## src/rtl/dmem_bridge_wires.sv

```systemverilog
`default_nettype none
// ============================================================================
//  Package : dmem_bridge_wires
//  Purpose : State/kind encodings and the register record for dmem_bridge.
//  Rev     : 1.0  initial release
// ============================================================================
package dmem_bridge_wires;

    typedef enum logic [2:0] {
        IDLE  = 3'd0,
        REQ   = 3'd1,
        DRAIN = 3'd2,
        RESP  = 3'd3,
        ACK   = 3'd4
    } bridge_state_type;

    typedef enum logic [1:0] {
        STORE = 2'd0,
        LOAD  = 2'd1,
        FENCE = 2'd2
    } kind_type;

    typedef struct packed {
        bridge_state_type state;
        kind_type         kind;
        logic [31:0]      addr;
        logic [31:0]      wdata;
        logic [3:0]       wstrb;
        logic             req_valid;
        logic             mem_ready;
        logic [31:0]      rdata;
        logic             err;
    } reg_type;

    localparam reg_type INIT_REG = '{
        state:     IDLE,
        kind:      STORE,
        addr:      32'd0,
        wdata:     32'd0,
        wstrb:     4'd0,
        req_valid: 1'b0,
        mem_ready: 1'b0,
        rdata:     32'd0,
        err:       1'b0
    };

endpackage
`default_nettype wire

```

## src/rtl/wires.sv

```systemverilog
`default_nettype none
// ============================================================================
//  Package : wires
//  Purpose : Shared request/response records for the upstream data-memory
//            interface (store buffer side of the bridge).
//            mem_in_type  : mem_valid pulse, mem_instr, mem_fence, addr, wdata, wstrb
//            mem_out_type : mem_ready pulse, mem_rdata
//  Rev     : 1.0  initial release
// ============================================================================
package wires;

    typedef struct packed {
        logic        mem_valid;
        logic        mem_instr;
        logic        mem_fence;
        logic [31:0] mem_addr;
        logic [31:0] mem_wdata;
        logic [3:0]  mem_wstrb;
    } mem_in_type;

    typedef struct packed {
        logic        mem_ready;
        logic [31:0] mem_rdata;
    } mem_out_type;

endpackage
`default_nettype wire

```

## src/rtl/dmem_bridge_credit.sv

```systemverilog
`default_nettype none
// ============================================================================
//  Module  : dmem_bridge_credit
//  Purpose : Saturating up/down counter of posted writes awaiting a response.
//  Ports   : clk, rst_n (async active-low)
//            i_inc  - one write accepted by the bus
//            i_dec  - one write response returned
//            o_full - count == MAX_OUT
//            o_zero - count == 0
//  Rev     : 1.0  initial release
// ============================================================================
module dmem_bridge_credit #(
    parameter int MAX_OUT = 4,
    parameter int CNT_W   = $clog2(MAX_OUT + 1)
) (
    input  logic clk,
    input  logic rst_n,
    input  logic i_inc,
    input  logic i_dec,
    output logic o_full,
    output logic o_zero
);

    logic [CNT_W-1:0] r_count;

    assign o_full = (r_count == CNT_W'(MAX_OUT));
    assign o_zero = (r_count == '0);

    // Simultaneous inc+dec leaves the count unchanged; guards stop wrap.
    always_ff @(posedge clk or negedge rst_n) begin
        if (!rst_n) begin
            r_count <= '0;
        end else begin
            case ({i_inc, i_dec})
                2'b10:   if (!o_full) r_count <= r_count + 1'b1;
                2'b01:   if (!o_zero) r_count <= r_count - 1'b1;
                default: r_count <= r_count;
            endcase
        end
    end

endmodule
`default_nettype wire

```

## src/rtl/dmem_bridge.sv

```systemverilog
`default_nettype none
// ============================================================================
//  Module  : dmem_bridge
//  Purpose : Converts the store-buffer mem_valid/mem_ready pulse protocol into
//            a valid/ready bus request channel plus in-order response channel.
//            Stores are posted (up to MAX_OUT awaiting response); loads and
//            fences drain outstanding writes first.
//  Ports   : clock, reset (async active-low)
//            dmem_in / dmem_out           upstream request / ack+rdata
//            bus_req_valid/ready/write/addr/wdata/wstrb   request channel
//            bus_rsp_valid/rdata          response channel
//            err                          sticky stray-response flag
//  Rev     : 1.0  initial release
// ============================================================================
module dmem_bridge
    import wires::*;
    import dmem_bridge_wires::*;
#(
    parameter int MAX_OUT = 4,
    localparam int CNT_W  = $clog2(MAX_OUT + 1)
) (
    input  logic        clock,
    input  logic        reset,
    input  mem_in_type  dmem_in,
    output mem_out_type dmem_out,
    output logic        bus_req_valid,
    input  logic        bus_req_ready,
    output logic        bus_req_write,
    output logic [31:0] bus_req_addr,
    output logic [31:0] bus_req_wdata,
    output logic [3:0]  bus_req_wstrb,
    input  logic        bus_rsp_valid,
    input  logic [31:0] bus_rsp_rdata,
    output logic        err
);

    reg_type r_reg;

    logic w_inc;
    logic w_dec;
    logic w_full;
    logic w_zero;
    logic w_room_next;
    logic w_unused;

    assign w_unused = dmem_in.mem_instr;

    assign w_inc = (r_reg.state == REQ) && r_reg.req_valid && bus_req_ready
                   && (r_reg.kind == STORE);
    // In RESP the counter is already zero, so the response belongs to the load.
    assign w_dec = bus_rsp_valid && !w_zero && (r_reg.state != RESP);

    // Credit available next cycle; a response arriving now frees a slot that
    // the request register may claim at the same edge.
    assign w_room_next = w_dec || !w_full;

    dmem_bridge_credit #(
        .MAX_OUT (MAX_OUT),
        .CNT_W   (CNT_W)
    ) u_credit (
        .clk    (clock),
        .rst_n  (reset),
        .i_inc  (w_inc),
        .i_dec  (w_dec),
        .o_full (w_full),
        .o_zero (w_zero)
    );

    always_ff @(posedge clock or negedge reset) begin
        if (!reset) begin
            r_reg <= INIT_REG;
        end else begin
            if (bus_rsp_valid && w_zero && (r_reg.state != RESP))
                r_reg.err <= 1'b1;

            case (r_reg.state)
                IDLE: begin
                    if (dmem_in.mem_valid) begin
                        r_reg.addr  <= dmem_in.mem_addr;
                        r_reg.wdata <= dmem_in.mem_wdata;
                        r_reg.wstrb <= dmem_in.mem_wstrb;
                        if (dmem_in.mem_fence) begin
                            r_reg.kind  <= FENCE;
                            r_reg.state <= DRAIN;
                        end else if (dmem_in.mem_wstrb != 4'd0) begin
                            r_reg.kind      <= STORE;
                            r_reg.state     <= REQ;
                            r_reg.req_valid <= w_room_next;
                        end else begin
                            r_reg.kind  <= LOAD;
                            r_reg.state <= DRAIN;
                        end
                    end
                end
                REQ: begin
                    if (r_reg.req_valid && bus_req_ready) begin
                        r_reg.req_valid <= 1'b0;
                        if (r_reg.kind == STORE) begin
                            r_reg.mem_ready <= 1'b1;
                            r_reg.state     <= ACK;
                        end else begin
                            r_reg.state <= RESP;
                        end
                    end else if (r_reg.kind == STORE) begin
                        r_reg.req_valid <= w_room_next;
                    end
                end
                DRAIN: begin
                    if (w_zero) begin
                        if (r_reg.kind == FENCE) begin
                            r_reg.mem_ready <= 1'b1;
                            r_reg.state     <= ACK;
                        end else begin
                            r_reg.req_valid <= 1'b1;
                            r_reg.state     <= REQ;
                        end
                    end
                end
                RESP: begin
                    if (bus_rsp_valid) begin
                        r_reg.rdata     <= bus_rsp_rdata;
                        r_reg.mem_ready <= 1'b1;
                        r_reg.state     <= ACK;
                    end
                end
                ACK: begin
                    r_reg.mem_ready <= 1'b0;
                    r_reg.rdata     <= 32'd0;
                    r_reg.state     <= IDLE;
                end
                default: r_reg.state <= IDLE;
            endcase
        end
    end

    assign dmem_out.mem_ready = r_reg.mem_ready;
    assign dmem_out.mem_rdata = r_reg.rdata;
    assign bus_req_valid      = r_reg.req_valid;
    assign bus_req_write      = (r_reg.kind == STORE) && (r_reg.state != IDLE);
    assign bus_req_addr       = r_reg.addr;
    assign bus_req_wdata      = r_reg.wdata;
    assign bus_req_wstrb      = r_reg.wstrb;
    assign err                = r_reg.err;

endmodule
`default_nettype wire

```

## config.mk

```make
export PLATFORM = sky130hd
export DESIGN_NAME = dmem_bridge
export DESIGN_NICKNAME = d
export VERILOG_FILES = /design/src/rtl/dmem_bridge_wires.sv /design/src/rtl/wires.sv /design/src/rtl/dmem_bridge_credit.sv /design/src/rtl/dmem_bridge.sv
export SDC_FILE = /design/constraint.sdc
export NUM_CORES = 1
export LEC_CHECK = 0
export CAP_MARGIN = 10
export CORE_UTILIZATION = 38
export DETAILED_ROUTE_END_ITERATION = 7
export HOLD_SLACK_MARGIN = 0.05
export MAX_ROUTING_LAYER = met4
export PLACE_DENSITY_LB_ADDON = 0.25
export SYNTH_ARGS = -nofsm -noshare
export SYNTH_HDL_FRONTEND = slang
export SYNTH_SLANG_ARGS = --single-unit
```

## constraint.sdc

```tcl
create_clock -name clock -period 2.59 [get_ports clock]
set_input_delay 0.518 -clock clock [delete_from_list [all_inputs] [get_ports clock]]
set_output_delay 0.518 -clock clock [all_outputs]
set_load 0.03 [all_outputs]
```

==> metrics.md <==
| Metric | Value |
|---|---|
| Outcome | finished clean |
| Synth area leaders | dfrtp_1, buf_4, mux2_2 |
| Sequential share of the synthesized area | between 50% and 60% |
| Longest Clk Path Bufs | 2 |
| Die height | 120 µm |
| CP Class | reg2out |
| Post_cts resized | 0 |
| Per-cell routed wire length | 15.5 µm |
| DR pass1 iterations | 6 |
| Core Area | 13,500 µm² |
| Crit-path max FO | 9 |
| Antenna Nets Post-Route | 0 |
| Post-Synthesis Cell Area | between 5000 and 6000 µm² |
| Die X | 120 µm |
| Initial DRC count | 133 |
| Via count | 3,423 |
| # H-tree levels | 3 |
| I/O pin total | 211 |
| CTS sink count | 111 |
| Netlist cell types | 45 |
| Gate Count Post-Synth | approximately 420 |
| # hold bufs at CTS | 0 |
| GRT Util Overall | around 16% |
| Number of flip-flops in the largest register | 33 |
| Starting density of the core | between 30 and 40% |
| Fin. Hold Viols | 0 |
| Setup repair bufs after CTS | 0 |
| F_max | 416 MHz |
| Final Core Density | 53.8% |
| # fillers | 1,163 |
| Inserted Clock Buffers | 9 |
| Initial antenna violation count | 0 |
| Post-synth EDFFs | 0 |
| Data arrival time of the worst path | ~1.9 ns |
| Flops & latches, synth | approximately 110 |
| # diodes | 0 |
| Grt total ovfl | 0 |
| DRT Wirelength | 11.2 mm |
| Final cycle utilization of the critical path | 92.9% |
| Count of pins over their slew limit | 0 |
| Area of the multi-input gates | 1640 µm² |
| Final nets | between 600 and 700 |
| Number of global-route vias before repair | between 3,000 and 4,000 |
| Power Dens Cells | 1400 nW/µm² |
| Period minus WS final | 2.41 ns |
| Final GP Congestion | 0.795 |
| Setup TNS | 0 ns |
| Main flop type after synthesis | dfrtp_1 |
| Required @ worst endpoint | between 2 and 2.5 ns |
| MaxCap Viol Count | 0 |
| DRC | 0 |
| Clk_lat worst skew | 0.35 ns |
| Dpl hpwl | roughly 8.4 mm |
| Drt via density | 4.75 |
| Worst-Margin Slew | between 0.5 and 0.6 ns |
| Largest net degree at the start of global routing | 53 |
| Top cell type by total area after synthesis | dfrtp_1 |
| CTS tree | yes |
| IO buf count | approximately 210 |
| Std-Cell Rows | 42 |
| Startpoint type of the worst setup path | flip-flop |
| CTS root buffer | clkbuf_16 |
| Maximum vdd drop | approximately 600 µV |
| Synth top cells by count | buf_4, dfrtp_1, mux2_2, a22o_1, nand2_1 |
| Post-synth ARST share | 100% |
| Worst Skew | 0.00979 ns |
| Synthesis Warnings | 0 |
| RSZ-0062 raised after global routing | false |
| Final setup viols | 0 |
| Worst slew margin | 62.9% |
| Average size of a mapped cell | approximately 13 µm² |
| Crit end category | primary output |
| Register Area | approximately 2800 µm² |
| Worst-path clk slew | 0.07 ns |
| First-pass GRT wire length | 17.8 mm |
| Share of cells above drive strength 1 | 21.5% |
| Most common cell in the synthesized netlist | buf_4 |
| Min-Delay Path Class | in2async |
| Die area | 14,500 µm² |
| Leakage | 0.00303 µW |
| Syn_nets | 533 |
| Top-area cell type share of the netlist area | 52.1% |
| Area grow syn2layout | 35.8% |
-- worst max-delay path: stages, from the launching register on --
cell	delay [ns]
dfrtp_1	0.43
buf_4	0.20
o31a_1	0.29
clkdlybuf4s50_1	0.61
-- routing by layer --
metal  wire length (µm)  GRT usage [%]  share of wire, %  vias up
met5                  0              -                 0        -
li1                   -              -                 -     1589
met3                656           3.82               5.9       17
met2               5750           27.1                51      114
met4                248           7.02               2.2        0
met1               4550           19.1                41     1703
-- path summary, 6_finish.rpt --
path / from / end / slack [ns] / depth (start not counted)
setup / recovery: r_reg[107]$_DFFE_PN0P_ / bus_req_write / 0.18 / 3
hold / removal: reset / u_credit.r_count[0]$_DFFE_PN0P_ / 0.15 / 1
setup reg to reg: r_reg[106]$_DFFE_PN0P_ / u_credit.r_count[2]$_DFFE_PN0P_ / 0.44 / 9
hold reg to reg: dmem_out[29]$_DFFE_PN0P_ / dmem_out[29]$_DFFE_PN0P_ / 0.50 / 1
max in group asynchronous: reset / bus_req_addr[26]$_DFFE_PN0P_ / 1.75 / 2
min in group clock: dmem_out[29]$_DFFE_PN0P_ / dmem_out[29]$_DFFE_PN0P_ / 0.50 / 1
-- cell type report --
cell class	instances	share of cell area [%]
timing repair buffer	228	31.6
clock inverter	6	0.830
clock buffer	10	3.30
inverter	3	0.156
sequential	111	38.4
tap	176	3.04
multi-input combinational	187	22.7
-- cell usage in the layout, fill, tap and decap left out, types with 3 or more instances in the layout --
cell | Yosys | final
a21oi_1 | 11 | 11
a22o_1 | 26 | 26
buf_12 | 0 | 4
buf_4 | 114 | 16
clkbuf_16 | 0 | 9
clkdlybuf4s50_1 | 0 | 208
clkinv_2 | 0 | 3
dfrtp_1 | 111 | 111
ha_1 | 4 | 4
inv_1 | 3 | 3
mux2_2 | 72 | 72
nand2_1 | 21 | 21
nor2_1 | 8 | 8
o21ai_0 | 5 | 5
xnor2_1 | 4 | 4
-- per-stage QoR --
stage                     worst slack, ns  cell area, µm²  total power (µW)  instances  hold slack [ns]
after floorplan                     0.514            5330              7620        422            0.222
after global placement             0.0700            6930              8670        705            0.471
after detailed placement           0.0350            6930              8790        705            0.483
after CTS                           0.169            7230             10200        721            0.161
after global routing               0.0855            7230             10700        721            0.176
final                               0.185            7230             10100        721            0.148
-- cells by family (layout without fill, tap and decap cells) --
kind of cell    Yosys count  count (layout)  synth area share (%)
compound gates           54              54                  7.52
xor+xnor                  6               6                 0.987
fa+ha+maj                 4               4                 0.940
buf+inv                 124             247                  17.2
flops                   111             111                  52.1
mux                      74              74                  15.9
simple gates             49              49                  5.38
-- where the power goes --
group,internal (µW),switching [µW]
Sequential,2600,500
Combinational,2680,2920
Clock,771,621
Total,6050,4040
No activity file was read; power rests on OpenSTA's default activity.
